File: config.mk
export PLATFORM = sky130hd
export DESIGN_NAME = uart_cmd_assembler
export DESIGN_NICKNAME = d
export VERILOG_FILES = /design/src/rtl/uart_pkg.sv /design/src/rtl/frame_timeout_timer.sv /design/src/rtl/uart_cmd_assembler.sv
export SDC_FILE = /design/constraint.sdc
export NUM_CORES = 1
export LEC_CHECK = 0
export CORE_MARGIN = 3
export CORE_UTILIZATION = 45
export CTS_BUF_LIST = sky130_fd_sc_hd__clkbuf_8
export DETAILED_ROUTE_END_ITERATION = 8
export HOLD_SLACK_MARGIN = 0.06
export PLACE_DENSITY = 0.77
export SETUP_SLACK_MARGIN = 0.1
export SLEW_MARGIN = 15
export SYNTH_ARGS = -nofsm -noshare
export SYNTH_HDL_FRONTEND = slang
export SYNTH_HIERARCHICAL = 1
export SYNTH_SLANG_ARGS = --single-unit
export TNS_END_PERCENT = 50
File: constraint.sdc
create_clock -name clk -period 2.5 [get_ports clk]
set_input_delay 0.75 -clock clk [delete_from_list [all_inputs] [get_ports clk]]
set_output_delay 0.75 -clock clk [all_outputs]
set_load 0.02 [all_outputs]
File: src/rtl/uart_pkg.sv
// Shared definitions for the UART receive path.
// Holds the byte/command widths, the baud-rate constants the receiver uses,
// the default inter-byte timeout, and the command assembler state type.
package uart_pkg;

  localparam int BYTE_W = 8;
  localparam int CMD_W  = 16;

  localparam int CLK_HZ    = 50_000_000;
  localparam int BAUD_RATE = 19_200;

  // About 2.5 byte times at 50 MHz / 19200 baud between the two halves of a command.
  localparam int DEFAULT_TIMEOUT_CYCLES = 65536;

  // HIGH waits for the first (high) byte of a command.
  // LOW waits for the second (low) byte of a command.
  typedef enum logic {
    HIGH,
    LOW
  } asm_state_t;

endpackage

File: src/rtl/frame_timeout_timer.sv
// Inter-byte timeout counter for the command assembler.
// Ports:
//   clk, rst_n : clock and asynchronous active-low reset
//   clr        : force the count back to zero (takes priority over en)
//   en         : count one step per cycle
//   expired    : one-cycle pulse while enabled at the terminal count
// The count saturates at TIMEOUT_CYCLES-1 rather than wrapping. The owner is
// expected to drop en (or raise clr) once expired has been seen, so the pulse
// lasts a single cycle.
module frame_timeout_timer
  import uart_pkg::*;
#(
  parameter  int TIMEOUT_CYCLES = DEFAULT_TIMEOUT_CYCLES,
  localparam int TMR_W          = $clog2(TIMEOUT_CYCLES)
) (
  input  logic clk,
  input  logic rst_n,
  input  logic clr,
  input  logic en,
  output logic expired
);

  localparam logic [TMR_W-1:0] TERMINAL = TMR_W'(TIMEOUT_CYCLES - 1);

  logic [TMR_W-1:0] count;

  // Count up while enabled and stop at the terminal value, so a long idle
  // period never wraps back to a small count.
  always_ff @(posedge clk or negedge rst_n) begin
    if (!rst_n) begin
      count <= '0;
    end else if (clr) begin
      count <= '0;
    end else if (en && (count != TERMINAL)) begin
      count <= count + 1'b1;
    end
  end

  assign expired = en & ~clr & (count == TERMINAL);

endmodule

File: src/rtl/uart_cmd_assembler.sv
// Assembles pairs of received UART bytes into 16-bit commands.
// Ports:
//   clk, rst_n  : clock and asynchronous active-low reset
//   rx_rdy      : receiver has an unconsumed byte on rx_data
//   rx_data     : received byte
//   rx_rdy_clr  : one-cycle pulse telling the receiver the byte was taken
//   cmd         : assembled command {high_byte, low_byte}
//   cmd_rdy     : cmd is valid and has not been acknowledged
//   clr_cmd_rdy : consumer acknowledge, clears cmd_rdy
//   frame_err   : one-cycle pulse when a half-received command is dropped
// The first byte of a frame is the high byte and the second is the low byte.
// If the low byte does not arrive within TIMEOUT_CYCLES of the high byte, the
// partial frame is discarded and the next byte starts a new frame.
module uart_cmd_assembler
  import uart_pkg::*;
#(
  parameter int TIMEOUT_CYCLES = DEFAULT_TIMEOUT_CYCLES
) (
  input  logic              clk,
  input  logic              rst_n,
  input  logic              rx_rdy,
  input  logic [BYTE_W-1:0] rx_data,
  output logic              rx_rdy_clr,
  output logic [CMD_W-1:0]  cmd,
  output logic              cmd_rdy,
  input  logic              clr_cmd_rdy,
  output logic              frame_err
);

  asm_state_t state;
  asm_state_t state_next;
  logic       accept;
  logic       in_low;
  logic       timer_expired;
  logic       timeout_drop;

  // rx_rdy is still high for one cycle after we pulse rx_rdy_clr, because the
  // receiver only clears it on the following edge. Masking with the registered
  // clear keeps that stale cycle from being taken as a second byte.
  assign accept       = rx_rdy & ~rx_rdy_clr;
  assign in_low       = (state == LOW);
  assign timeout_drop = in_low & ~accept & timer_expired;

  frame_timeout_timer #(
    .TIMEOUT_CYCLES(TIMEOUT_CYCLES)
  ) u_timer (
    .clk    (clk),
    .rst_n  (rst_n),
    .clr    (~in_low),
    .en     (in_low),
    .expired(timer_expired)
  );

  // State register.
  always_ff @(posedge clk or negedge rst_n) begin
    if (!rst_n) begin
      state <= HIGH;
    end else begin
      state <= state_next;
    end
  end

  // Next-state logic. A byte arriving on the same cycle the timer expires
  // still completes the frame.
  always_comb begin
    state_next = state;
    case (state)
      HIGH: begin
        if (accept) begin
          state_next = LOW;
        end
      end
      LOW: begin
        if (accept || timer_expired) begin
          state_next = HIGH;
        end
      end
      default: state_next = HIGH;
    endcase
  end

  // Byte capture, handshake and status outputs. When the cmd_rdy set and the
  // consumer acknowledge land on the same cycle, the set wins so a fresh
  // command is never lost.
  always_ff @(posedge clk or negedge rst_n) begin
    if (!rst_n) begin
      rx_rdy_clr <= 1'b0;
      cmd        <= '0;
      cmd_rdy    <= 1'b0;
      frame_err  <= 1'b0;
    end else begin
      rx_rdy_clr <= accept;
      frame_err  <= timeout_drop;
      if (accept && !in_low) begin
        cmd[CMD_W-1:BYTE_W] <= rx_data;
      end
      if (accept && in_low) begin
        cmd[BYTE_W-1:0] <= rx_data;
      end
      if (accept && in_low) begin
        cmd_rdy <= 1'b1;
      end else if (clr_cmd_rdy || accept) begin
        cmd_rdy <= 1'b0;
      end
    end
  end

endmodule

# Word level (Yosys, flattened, before mapping)
# Index checks and enable logic that the tools add are counted.
# word_totals
latch_bits,0
out_inout_bits,19
input_bits,12
romBits,0
elab_cells,32
memories,0
ff_bits,36
mem_bits_rw,0
# op_classes
order_cmp,0
n_mul,0
reduce_logical,7
bitwise_logic,7
div_mod_pow,0
add_sub_neg,1
n_shift,0
eq_ne,3
n_mux,7
# ops
operator,count
$mux 16,2
$add 16x1->16 const B,1
$eq 16x16->1 const B,1
$ne 16x16->1 const B,1
$and 1x1->1,4
$mux 1,4
$logic_and 1x1->1,3
$not 1->1,3
$logic_or 1x1->1,2
$ne 2x1->1 const B,1
$pmux 1 s2,1
$reduce_bool 2->1,1
$logic_not 1->1,1

# Longest topological paths before layout
# depth
depth_word,5
depth_mapped,6
mapped_depth_nobuf,6

# By module
# The synthesis kept the hierarchy.
# by_module_without_submodules
module,cells_per_inst,seq_area_each_um2,n_inst,area_per_inst_um2
frame_timeout_timer,103,400.4,1,959.7
uart_cmd_assembler,46,500.5,1,754.5

# Worst setup path before layout
# Ideal clock, no wire load.
# synth_timing
path_type,register -> register
from,reg u_timer.count[0]
to,"reg state, in the netlist in_low"
period_less_slack_ps,1656
slack_ps,844
stages_incl_launch_ff,7
setup_time_ps,127
arrival_ps,1529
path_buffers,0
required_time_ps,2373
cell_sequence,dfrtp_1 -> ha_1 -> nand3_4 -> or3_4 -> nor4_1 -> or2b_1 -> o21bai_1
# synth_via
elab_chain_cells,5
# synth_rtl
item,line_no,text
from (decl),frame_timeout_timer.sv:25,logic [TMR_W-1:0] count;
from (signal assigned),frame_timeout_timer.sv:35,count <= count + 1'b1;
$eq 16x16->1,frame_timeout_timer.sv:39,assign expired = en & ~clr & (count == TERMINAL);
$and 1x1->1,frame_timeout_timer.sv:39,
named net timer_expired,uart_cmd_assembler.sv:34,logic timer_expired;
$logic_or 1x1->1,uart_cmd_assembler.sv:74,if (accept || timer_expired) begin
$mux 1,uart_cmd_assembler.sv:74,
$pmux 1 s2,uart_cmd_assembler.sv:67,case (state)
named net state_next,uart_cmd_assembler.sv:31,asm_state_t state_next;
to (signal assigned),uart_cmd_assembler.sv:59,state <= state_next;
to (decl),uart_cmd_assembler.sv:30,asm_state_t state;
# The timed path passes the listed nets, and every way through them passes these cells.
# A chain may end at the register's enable or synchronous reset.

# Worst setup path in the final report
# layout_timing
from,reg rx_rdy_clr
to,out rx_rdy_clr
# layout_lines
item,line_no,text
from (decl),uart_cmd_assembler.sv:23,"output logic rx_rdy_clr,"
from (signal assigned),uart_cmd_assembler.sv:92,rx_rdy_clr <= accept;
# No word-level cell between the ends.

==> impl_results.md <==
* Status: complete, no violations
* Row count at 21
* Netlist cell types at 39
* Crit-path cells: clkdlybuf4s50_1
* Initial Util at between 40% and 50%
* Input/output buffers at 30
* Largest net degree at the start of global routing at 37
* Drt initial violations at just under 90
* Avg Inst Size Synth at 11.5 um^2
* CP max FO at 4
* M1 GR Usage at 20.3%
* CP max stage cell: clkdlybuf4s50_1
* Total chip power at 1790 uW
* Synth Flop Type: dfrtp_1
* Delay-heaviest family, CP: buffers and inverters
* Flop and latch count out of synthesis at 36
* Final Setup Violations at 0
* CTS sink count at 36
* Routed len/inst at between 15 and 20 um
* Die H at about 68 um
* Global route overflow at 0
* Slew Viols, Final at 0
* Post-synth EDFFs at 0
* CP Launch Type: register
* CP bufs+invs at 1
* Syn-to-layout area delta at 26.3%
* DR vias at 1322
* Hold WS at a little over 500 ps
* CTS tree: yes
* Final instance area at approximately 2200 um^2
* Residual DRC at 0
* Pre-antenna DRT Iters at 4
* Synth top area cells: dfrtp_1 53%, mux2_2 11%, a21oi_1 4.1%
* Slew @ Worst Pin at 528 ps
* Grt met3 use at 3.16%
* Crit share post-route at 83.8%
* Crit Path Class: reg2out
* Die X at approximately 68 um
* Yosys top cell by area: dfrtp_1
* Worst slew margin at 64.8%
* Max VDD drop at around 550 uV
* Critical Path AT at roughly 1400 ps
* IO Pins at 31
* Unrepaired setup endpoints after global routing: false
* Vias per Instance at 5.72
* Initial antenna violation count at 0
* Core area at 3490 um^2
* Power Density at 825 nW/um^2
* Total CTS buffers at 5
* GP Congestion at ~0.79
* Sequential share of the synthesized area at between 50% and 60%
* WL final at 3490 um
* Ant. Diodes at 0
* Worst skew pair latency at ~290 ps
* Synth cell count leaders: 36 x dfrtp_1, 16 x mux2_2, 14 x a21oi_1
* Fin Setup TNS at 0 ps
* Busiest grt layer: met2
* Vias in the first global route at about 1300
* Hold Crit Class: reg2reg
* Synth async-reset ratio at 100%
* Setup Fix Bufs, Post-CTS at 0
* Post-route minimum period at roughly 2100 ps
* CP endpoint kind: output pin
* Placed Area at around 2000 um^2
* CTS max path bufs at 2
* H-tree depth at 2
* CTS-repair resized insts at 0
* ANT nets after route at 0
* Layout cells sized above 1 at 19.5%
* Detailed Place HPWL at roughly 2500 um
* Max Cap Viol at 0
* First-pass GRT wire length at 5860 um
* Met2 Use GR at 29.4%
* CP Data Required Time at approximately 1800 ps
* Fmax at around 480 MHz
* Fin. Hold Viols at 0
* CTS Root Cell: clkbuf_8
* Post-synth top area share at 52.6%
* Net count, final at 197
* Reg clk slew, reported paths at 70 ps
* Die footprint at 4590 um^2
* Synth Net Count at between 150 and 200
* Post-Synthesis Cells at ~150
* Synth warn at 6
* Synthesized area at ~1700 um^2
* Leak pwr at around 0.00086 uW
* CTS Hold Bufs at 0
* Total Routing Usage GR at between 15 and 20%
* Most common cell in the synthesized netlist: dfrtp_1
* Skew final at ~8.5 ps
* CP peak stage delay at 640 ps
==> state kept, by name, indices dropped and copies added, names as in the netlist <==
name,flops
cmd_rdy,1
u_timer/count,16
in_low,1
cmd,16
rx_rdy_clr,1
frame_err,1
==> cells by family after synthesis <==
group	synth area share [%]
mux	10.5
simple gates	23.5
fa+ha+maj	0.730
buf+inv	2.41
flops	52.6
compound gates	10.3
==> worst paths after layout <==
| kind | slack, ps | start | cells past startpoint | to |
|---|---|---|---|---|
| worst max-delay path | 400 | rx_rdy_clr$_DFF_PN0_ | 1 | rx_rdy_clr |
| worst min-delay path | 510 | cmd[2]$_DFFE_PN0P_ | 1 | cmd[2]$_DFFE_PN0P_ |
| worst max register to register | 620 | in_low$_DFF_PN0_ | 5 | in_low$_DFF_PN0_ |
| worst min register to register | 510 | cmd[2]$_DFFE_PN0P_ | 1 | cmd[2]$_DFFE_PN0P_ |
| max in group asynchronous | 1320 | rst_n | 2 | cmd[9]$_DFFE_PN0P_ |
| min in group asynchronous | 860 | rst_n | 2 | u_timer/count[11]$_DFFE_PN0P_ |
==> layer usage <==
layer | routed length, um | share of wire (%)
met4 | 65 | 1.9
met5 | 0 | 0
met3 | 115 | 3.3
met1 | 1470 | 42
met2 | 1830 | 53
==> cell usage in the layout, fill, tap and decap left out, types with 2 or more instances in the layout <==
cell type         n
a21oi_1          14
a31oi_1           2
and3_1            4
buf_4             2
clkbuf_8          5
clkdlybuf4s50_1  30
dfrtp_1          36
inv_1             2
mux2_2           16
nand2_1           9
nand3_4           2
nand4_1           8
nor2_1            8
nor2b_1           2
nor3_1            3
o21ai_0           8
o21bai_1          2
o31ai_1           3
or3_1             5
or4_1             3
==> layout make-up <==
type | count | area (um^2)
Timing Repair Buffer | 32 | 315
Clock inverter | 3 | 42.5
Multi-Input combinational cell | 107 | 772
Tap cell | 46 | 57.6
Inverter | 2 | 7.51
Clock buffer | 5 | 68.8
Sequential cell | 36 | 901
Fill cell | 279 | 1330
==> stage by stage <==
step                setup slack (ps)  utilization [%]  instances
finish                           405             61.9        231
floorplan                        844                -        149
global placement                 315             58.8        223
global route                     357             61.9        231
CTS                              397             61.9        231
detailed placement               235             58.8        223
==> power by group <==
group	switching [uW]	leakage, uW	internal, uW
Clock	211	0.0000541	295
Sequential	73.9	0.000462	688
Combinational	245	0.000349	274
Total	530	0.000865	1260
(Power assumes the default switching activity.)
